File: src/rtl/core_pkg.sv
// Shared constants and the writeback request type used by the register-file write front end.
package core_pkg;
  localparam int DATA_W = 32;
  localparam int ADDR_W = 5;

  typedef struct packed {
    logic [ADDR_W-1:0] rd;
    logic [DATA_W-1:0] data;
  } wb_req_t;
endpackage

File: src/rtl/wb_fifo.sv
// In-order synchronous FIFO of writeback requests; full/empty are derived by the caller from count.
module wb_fifo
  import core_pkg::*;
#(
  parameter int DEPTH = 4,
  localparam int PTR_W = $clog2(DEPTH),
  localparam int CNT_W = PTR_W + 1
) (
  input  logic             clk,
  input  logic             rst,
  input  logic             push,
  input  wb_req_t          push_data,
  input  logic             pop,
  output wb_req_t          head,
  output logic [CNT_W-1:0] count
);

  wb_req_t          mem [DEPTH];
  logic [PTR_W-1:0] wr_ptr;
  logic [PTR_W-1:0] rd_ptr;

  assign head = mem[rd_ptr];

  // Storage is not reset: entries are only observable through count/pointers.
  always_ff @(posedge clk) begin
    if (push) begin
      mem[wr_ptr] <= push_data;
    end
  end

  always_ff @(posedge clk) begin
    if (rst) begin
      wr_ptr <= '0;
      rd_ptr <= '0;
      count  <= '0;
    end else begin
      if (push) wr_ptr <= wr_ptr + 1'b1;
      if (pop)  rd_ptr <= rd_ptr + 1'b1;
      case ({push, pop})
        2'b10:   count <= count + 1'b1;
        2'b01:   count <= count - 1'b1;
        default: count <= count;
      endcase
    end
  end

endmodule

File: src/rtl/regfile_writeback.sv
// Merges ALU and LSU results onto the single register-file write port; ALU has priority and
// displaced LSU results wait in an in-order FIFO.
module regfile_writeback
  import core_pkg::*;
#(
  parameter int FIFO_DEPTH = 4,
  localparam int CNT_W = $clog2(FIFO_DEPTH) + 1
) (
  input  logic              clk,
  input  logic              rst,
  input  logic              alu_valid,
  input  logic [ADDR_W-1:0] alu_rd,
  input  logic [DATA_W-1:0] alu_data,
  input  logic              lsu_valid,
  output logic              lsu_ready,
  input  logic [ADDR_W-1:0] lsu_rd,
  input  logic [DATA_W-1:0] lsu_data,
  output logic              rf_write_en,
  output logic [ADDR_W-1:0] rf_write_reg,
  output logic [DATA_W-1:0] rf_write_data,
  output logic [CNT_W-1:0]  fifo_count,
  output logic              busy
);

  localparam logic [CNT_W-1:0] DEPTH_C = CNT_W'(FIFO_DEPTH);

  // Handshake: an LSU result transfers on a cycle where lsu_valid && lsu_ready; lsu_ready
  // depends only on reset and queue occupancy, never on either valid. ALU results have no
  // ready and are always taken.
  logic    lsu_acc;
  logic    fifo_push;
  logic    fifo_pop;
  logic    sel_valid;
  wb_req_t sel_req;
  wb_req_t lsu_req;
  wb_req_t fifo_head;

  assign lsu_ready = !rst && (fifo_count < DEPTH_C);
  assign lsu_acc   = lsu_valid && lsu_ready;
  assign lsu_req   = '{rd: lsu_rd, data: lsu_data};

  always_comb begin
    sel_valid = 1'b0;
    sel_req   = fifo_head;
    fifo_push = 1'b0;
    fifo_pop  = 1'b0;
    if (alu_valid) begin
      sel_valid = 1'b1;
      sel_req   = '{rd: alu_rd, data: alu_data};
      fifo_push = lsu_acc;
    end else if (fifo_count != '0) begin
      sel_valid = 1'b1;
      sel_req   = fifo_head;
      fifo_pop  = 1'b1;
      fifo_push = lsu_acc;
    end else if (lsu_acc) begin
      // Empty queue: bypass straight to the write port so order is still preserved.
      sel_valid = 1'b1;
      sel_req   = lsu_req;
    end
  end

  wb_fifo #(.DEPTH(FIFO_DEPTH)) u_fifo (
    .clk       (clk),
    .rst       (rst),
    .push      (fifo_push),
    .push_data (lsu_req),
    .pop       (fifo_pop),
    .head      (fifo_head),
    .count     (fifo_count)
  );

  // x0 results are consumed like any other but never raise the write enable.
  always_ff @(posedge clk) begin
    if (rst) begin
      rf_write_en   <= 1'b0;
      rf_write_reg  <= '0;
      rf_write_data <= '0;
    end else begin
      rf_write_en <= sel_valid && (sel_req.rd != '0);
      if (sel_valid) begin
        rf_write_reg  <= sel_req.rd;
        rf_write_data <= sel_req.data;
      end
    end
  end

  assign busy = (fifo_count != '0) || rf_write_en;

endmodule

File: config.mk
export PLATFORM = sky130hd
export DESIGN_NAME = regfile_writeback
export DESIGN_NICKNAME = d
export VERILOG_FILES = /design/src/rtl/core_pkg.sv /design/src/rtl/wb_fifo.sv /design/src/rtl/regfile_writeback.sv
export SDC_FILE = /design/constraint.sdc
export NUM_CORES = 1
export LEC_CHECK = 0
export BUFFER_PORTS_ARGS = -buffer_cell sky130_fd_sc_hd__buf_2
export CORE_MARGIN = 1.5
export CORE_UTILIZATION = 25
export CTS_CLUSTER_SIZE = 28
export DETAILED_ROUTE_END_ITERATION = 6
export PLACE_DENSITY = 0.42
export SLEW_MARGIN = 20
export SYNTH_ARGS = -nofsm -noshare
export SYNTH_HDL_FRONTEND = slang
export SYNTH_SLANG_ARGS = --single-unit
File: constraint.sdc
create_clock -name clk -period 2.02 [get_ports clk]
set_input_delay 0.101 -clock clk [delete_from_list [all_inputs] [get_ports clk]]
set_output_delay 0.101 -clock clk [all_outputs]
set_load 0.02 [all_outputs]
# --- After elaboration in Yosys (flattened, before gate mapping) ---
# Memories as Yosys holds them, arrays and structs flattened. A register that Yosys moved wholly into a read port is not among the register bits.
# Cells that the tools add are included.
# W data, S select, Z words.
op_classes:
  mul: 0
  shift: 0
  n_mux: 15
  n_reduce_logical: 8
  eq_ne: 2
  magnitude_cmp: 1
  add_sub_neg: 4
  n_bitwise: 0
  div_mod_pow: 0
ops:
  columns: ["cell", "n"]
  rows:
  - ["$mux W37", 3]
  - ["$mux W1", 9]
  - ["$pmux W3 S2", 1]
  - ["$reduce_bool A5 Y1", 1]
  - ["$add A2 B1 Y2 const B", 2]
  - ["$mux W2", 2]
  - ["$add A3 B1 Y3 const B", 1]
  - ["$logic_and A1 B1 Y1", 3]
  - ["$lt A3 B3 Y1 const B", 1]
  - ["$reduce_bool A3 Y1", 1]
  - ["$sub A3 B1 Y3 const B", 1]
  - ["$eq A2 B1 Y1 const B", 1]
  - ["$eq A2 B2 Y1 const B", 1]
  - ["$reduce_bool A2 Y1", 1]
  - ["$logic_not A1 Y1", 1]
  - ["$logic_or A1 B1 Y1", 1]
totals:
  ramBits: 148
  latchBits: 0
  regBits: 45
  n_memories: 1
  out_inout_bits: 43
  mem_bits_ro: 0
  input_bits: 78
memory_table:
  columns: ["name", "depth", "width", "read_ports", "rd_ports_with_merged_regs", "wr", "line_no", "text"]
  rows:
  - ["u_fifo.mem", 4, 37, 1, 1, 1, "wb_fifo.sv:18", "wb_req_t mem [DEPTH];"]

# --- Depth between registers and ports, before layout ---
depth:
  ltp_word: 8
  ltp_mapped: 10
  ltp_nobuf: 9

# --- Modules after synthesis ---
# Synthesis repeated with hierarchy kept, for this count alone.
unflattened:
  hier_cells: 464
  hier_area_um2: 7788.7
modules_own_cells:
  columns: ["module", "n_inst", "cells_per_inst", "area_per_inst_um2"]
  rows:
  - ["wb_fifo", 1, 238, 5818.1]
  - ["regfile_writeback", 1, 226, 1970.6]

# --- Least setup slack after synthesis ---
# Ideal clock, no wire load.
synth_path:
  path_type: "reg-to-reg"
  startpoint: "register u_fifo.count[0]"
  endpoint: "memory u_fifo.mem[1][0] in the netlist's numbering (enable)"
  path_slack_ps: -308
  setup_time_ps: 398
  t_required_ps: 1622
  synth_period_minus_slack_ps: 2328
  n_path_buf: 0
  arrival_ps: 1930
  stages_incl_launch_ff: 4
  cell_sequence: "dfxtp_1 > nor3_1 > nor3_2 > and2_1"
synth_via:
  elab_chain_cells: 7
  word_cells_on_any_way: 8
synth_rtl:
  columns: ["element", "line_no", "text"]
  rows:
  - ["start, declared", "wb_fifo.sv:15", "output logic [CNT_W-1:0] count"]
  - ["start signal, assigned", "wb_fifo.sv:40", "2'b10: count <= count + 1'b1;"]
  - ["start signal, assigned", "wb_fifo.sv:41", "2'b01: count <= count - 1'b1;"]
  - ["start signal, assigned", "wb_fifo.sv:42", "default: count <= count;"]
  - ["$lt A3 B3 Y1", "regfile_writeback.sv:38", "assign lsu_ready = !rst && (fifo_count < DEPTH_C);"]
  - ["$logic_and A1 B1 Y1", "regfile_writeback.sv:38", null]
  - ["$logic_and A1 B1 Y1", "regfile_writeback.sv:39", "assign lsu_acc = lsu_valid && lsu_ready;"]
  - ["$mux W1", "regfile_writeback.sv:51", "end else if (fifo_count != '0) begin"]
  - ["$mux W1 *", "regfile_writeback.sv:47", "if (alu_valid) begin"]
  - ["$mux W1 *", "wb_fifo.sv:26", "if (push) begin"]
  - ["$mux W1 (implied by the code) *", "wb_fifo.sv:27", "mem[wr_ptr] <= push_data;"]
  - ["end, declared", "wb_fifo.sv:18", null]
# Mark *: on every way between the ends. The rest lies on a longest branch, timed or not.

# --- Worst setup path after layout ---
layout_path:
  startpoint: "input rst"
  endpoint: "register u_fifo.count[2]"
layout_via:
  elab_chain_cells: 7
  word_cells_on_any_way: 9
layout_rtl:
  columns: ["element", "line_no", "text"]
  rows:
  - ["start, declared", "regfile_writeback.sv:10", "input logic rst,"]
  - ["$logic_not A1 Y1", "regfile_writeback.sv:38", null]
  - ["$logic_and A1 B1 Y1", "regfile_writeback.sv:38", null]
  - ["$logic_and A1 B1 Y1", "regfile_writeback.sv:39", null]
  - ["$mux W1", "regfile_writeback.sv:51", null]
  - ["$mux W1", "regfile_writeback.sv:47", null]
  - ["$eq A2 B1 Y1 / $eq A2 B2 Y1 (equally long branches)", "wb_fifo.sv:39", "case ({push, pop})"]
  - ["$pmux W3 S2 / $reduce_bool A2 Y1 (equally long branches)", null, null]
# Parallel ways exist; a longest one is shown, timed or not.
# A chain may end at the register's enable or synchronous reset.

==> impl_metrics.toml <==
[setup_path]
critPathBufInv = 4
worst_path_most_repeated_cell = "inv_1"
endpoint = "u_fifo.count[2]"
setup.worst_path.class = "input port to register"
r2r_setup_slack_ns = 0.13
cp_top_family = "buffers and inverters"
crit_path_start = "rst"
worst-path-stages = 11
cp_cell_sequence = "dlygate4sd3_1, buf_2, nand2b_1, nor3_2, inv_1, ha_2, inv_1, fa_2, xor2_1, or3_4, a21oi_2"
cp_slowest_cell = "dlygate4sd3_1"
critPathMaxFanout = 4
crit_path_end_kind = "register"
r2r-start = "u_fifo.count[0]"
crit_path_start_kind = "input port"
worstRegToRegCells = 9
crit_required_ns = 2.39
arrival_ns = 2.27
r2r-end = "u_fifo.count[2]"
cp_slowest_stage_delay_ns = 0.54

[cts]
cts_buffer_depth = 2
clk_pin_slew_ns = 0.08
htreeDepth = 4
tritoncts = "done"
clk_latency_ns = 0.43
clock_sinks = 195
cts_root_buf = "clkbuf_16"
cts_buffers = 17

[floorplanning]
core-area_um2 = 30670
start_util_pct = 25.51
rows = 64
die_y_um = 179.9
fp.dieArea_um2 = 32360
pin_count = 121
die_w_um = 179.9

[synth]
ys.warnings.count = 0
synth_cell_types = 39
synth_top_area_share_pct = 56.81
synth_cells = 467
synth_top_area_cell = "edfxtp_1"
ys.flop_type = "edfxtp_1"
ys_seq_area_share_pct = 68.84
syn_nets = 551
synth.cell_area_um2 = 7823
synth_edf_count = 148
synthTopCellsByCount = "148 x edfxtp_1, 47 x dfxtp_1, 38 x mux2i_1, 37 x mux4_2, 34 x nand2_1"
postSynthAreaPerCell_um2 = 16.75
synth.area.top_cells = "edfxtp_1 57%, dfxtp_1 12%, mux4_2 11%"
ys_ff_latch = 195
synth_most_common_cell = "edfxtp_1"
async_flop_share_pct = 0

[drt]
num_vias = 4759
drc = 0
first_iter_violations = 232
drt_pass1_iterations = 4
postRouteAntennaNets = 0
wire_per_inst_um = 17.34
wl_mm = 18.89
viasPerCell = 4.370

[grt]
grt_pass1_vias = 5090
grt_pass1_wl_mm = 29.51
antenna_found_initial = 0
grtUsageMet2_pct = 19.60
met3_usage_pct = 2.593
met1_usage_pct = 15.74
grt_max_degree = 76
grt_usage_pct = 11.95
overflow = 0
grt_busiest_layer = "met2"

[min_path]
hold_class = "input port to register"

[final_layout]
final_util_pct = 33.79
largest_reg_flops = 148
nets = 764
fillers = 3030
area_growth_pct = 32.49
antenna_cells = 0
drive_gt1_share_pct = 35.06

[timing]
finalSetupTns_ns = 0
fin_worst_skew_ns = 0.01200
period_share_pct = 93.90
final_max_slew_viol_count = 0
setup_viol = 0
rsz0062_at_grt = "false"
finalHoldViolations = 0
max_clock_freq_ghz = 0.5272
timing.slew.headroom_pct = 48.50
worst_pin_slew_ns = 0.7725
final.min_clock_period_ns = 1.897

[job]
drv_cap = 0

[placed_design]
place_hpwl_mm = 12.23
io_buffer_count = 120
gp_congestion = 0.7371

[power]
p_per_area_nw_per_um2 = 1023
p_leak_nw = 3.901
p_total_w = 0.01060
ir_drop_mv = 0.7442

[outcome]
status = "completed"
power breakdown:
part | switching, W | internal [W] | total, W
registers | 0.000171 | 0.00461 | 0.00479
clock network | 0.00155 | 0.00162 | 0.00318
logic | 0.00135 | 0.00129 | 0.00264
total | 0.00308 | 0.00752 | 0.0106
timing repair:
| item | CTS | global route |
|---|---|---|
| hold buffers | 68 | 0 |
| setup endpoints to repair | 1 | 18 |
| pin swaps | 2 | 1 |
| endpoints found under the hold margin | 179 | 0 |
| resized for setup | 4 | 2 |
| setup buffers | 1 | 3 |
tightest hold or removal path, cell delays in order:
cell     delay, ns
buf_2         0.08
nand2_1       0.05
o21ai_1       0.07
a22o_1        0.11
metal layers:
| layer | share of wire [%] | vias to the layer above |
|---|---|---|
| met2 | 49 | 114 |
| met4 | 1.5 | 0 |
| li1 | - | 2248 |
| met1 | 46 | 2378 |
| met5 | 0 | - |
| met3 | 4.1 | 19 |
worst min path at each step:
stage	startpoint	end	slack [ns]	cells past startpoint
4_1_cts	alu_data[21]	rf_write_data[21]	0.007	4
3_5_place_dp	lsu_data[31]	u_fifo.mem[0][31]	0.34	1
3_3_place_gp	lsu_data[1]	u_fifo.mem[2][1]	0.33	1
6_report	alu_data[21]	rf_write_data[21]	0.01	4
5_1_grt	alu_data[21]	rf_write_data[21]	0.01	4
2_1_floorplan	lsu_data[0]	u_fifo.mem[0][0]	0.20	0
metrics by stage:
stage	cells	hold slack (ns)	setup WS [ns]	instance area, um^2
3_3_place_gp	985	0.3325	0.04322	9084
5_1_grt	1089	0.01388	0.007713	10360
2_1_floorplan	467	0.1999	0.0003648	7841
3_5_place_dp	985	0.3367	-0.01011	9084
4_1_cts	1086	0.006934	0.03625	10330
6_report	1089	0.01277	0.1232	10360
cell type report:
type | count | area, um^2 | area share, %
flip-flops and latches | 195 | 5396 | 52.07
clock buffers | 18 | 429.2 | 4.141
multi-input cells | 237 | 2270 | 21.90
repair buffers | 223 | 1632 | 15.74
well taps | 396 | 495.5 | 4.781
inverters | 6 | 22.52 | 0.2173
clock inverters | 14 | 118.9 | 1.147
logic make-up after synthesis:
| group | count (synthesis) | share of synthesized area (%) |
|---|---|---|
| mux | 76 | 15.66 |
| simple gates | 69 | 4.463 |
| compound gates | 81 | 6.846 |
| buf+inv | 35 | 2.575 |
| xor+xnor | 5 | 0.5599 |
| flops | 195 | 68.84 |
| fa+ha+maj | 6 | 1.056 |
placed cells by master, fill, tap and decap left out, drive strengths merged:
cell type	Yosys	final
edfxtp	148	148
nor2b	5	5
fa	1	1
o21ai	37	37
clkbuf	7	18
a21oi	6	6
dlygate4sd3	1	68
nor3	4	4
o31ai	1	1
a22o	32	32
mux4	37	37
a31oi	4	4
clkinv	0	5
dfxtp	47	47
and2	4	4
inv	6	14
mux2	1	1
buf	19	155
xnor2	2	2
nor4	2	2
ha	5	5
nand2	35	35
or3	2	2
nor2	15	15
clkinvlp	0	1
nand2b	2	2
xor2	3	3
a21boi	1	1
mux2i	38	38
Note: power is estimated with default switching activity, not from simulation.
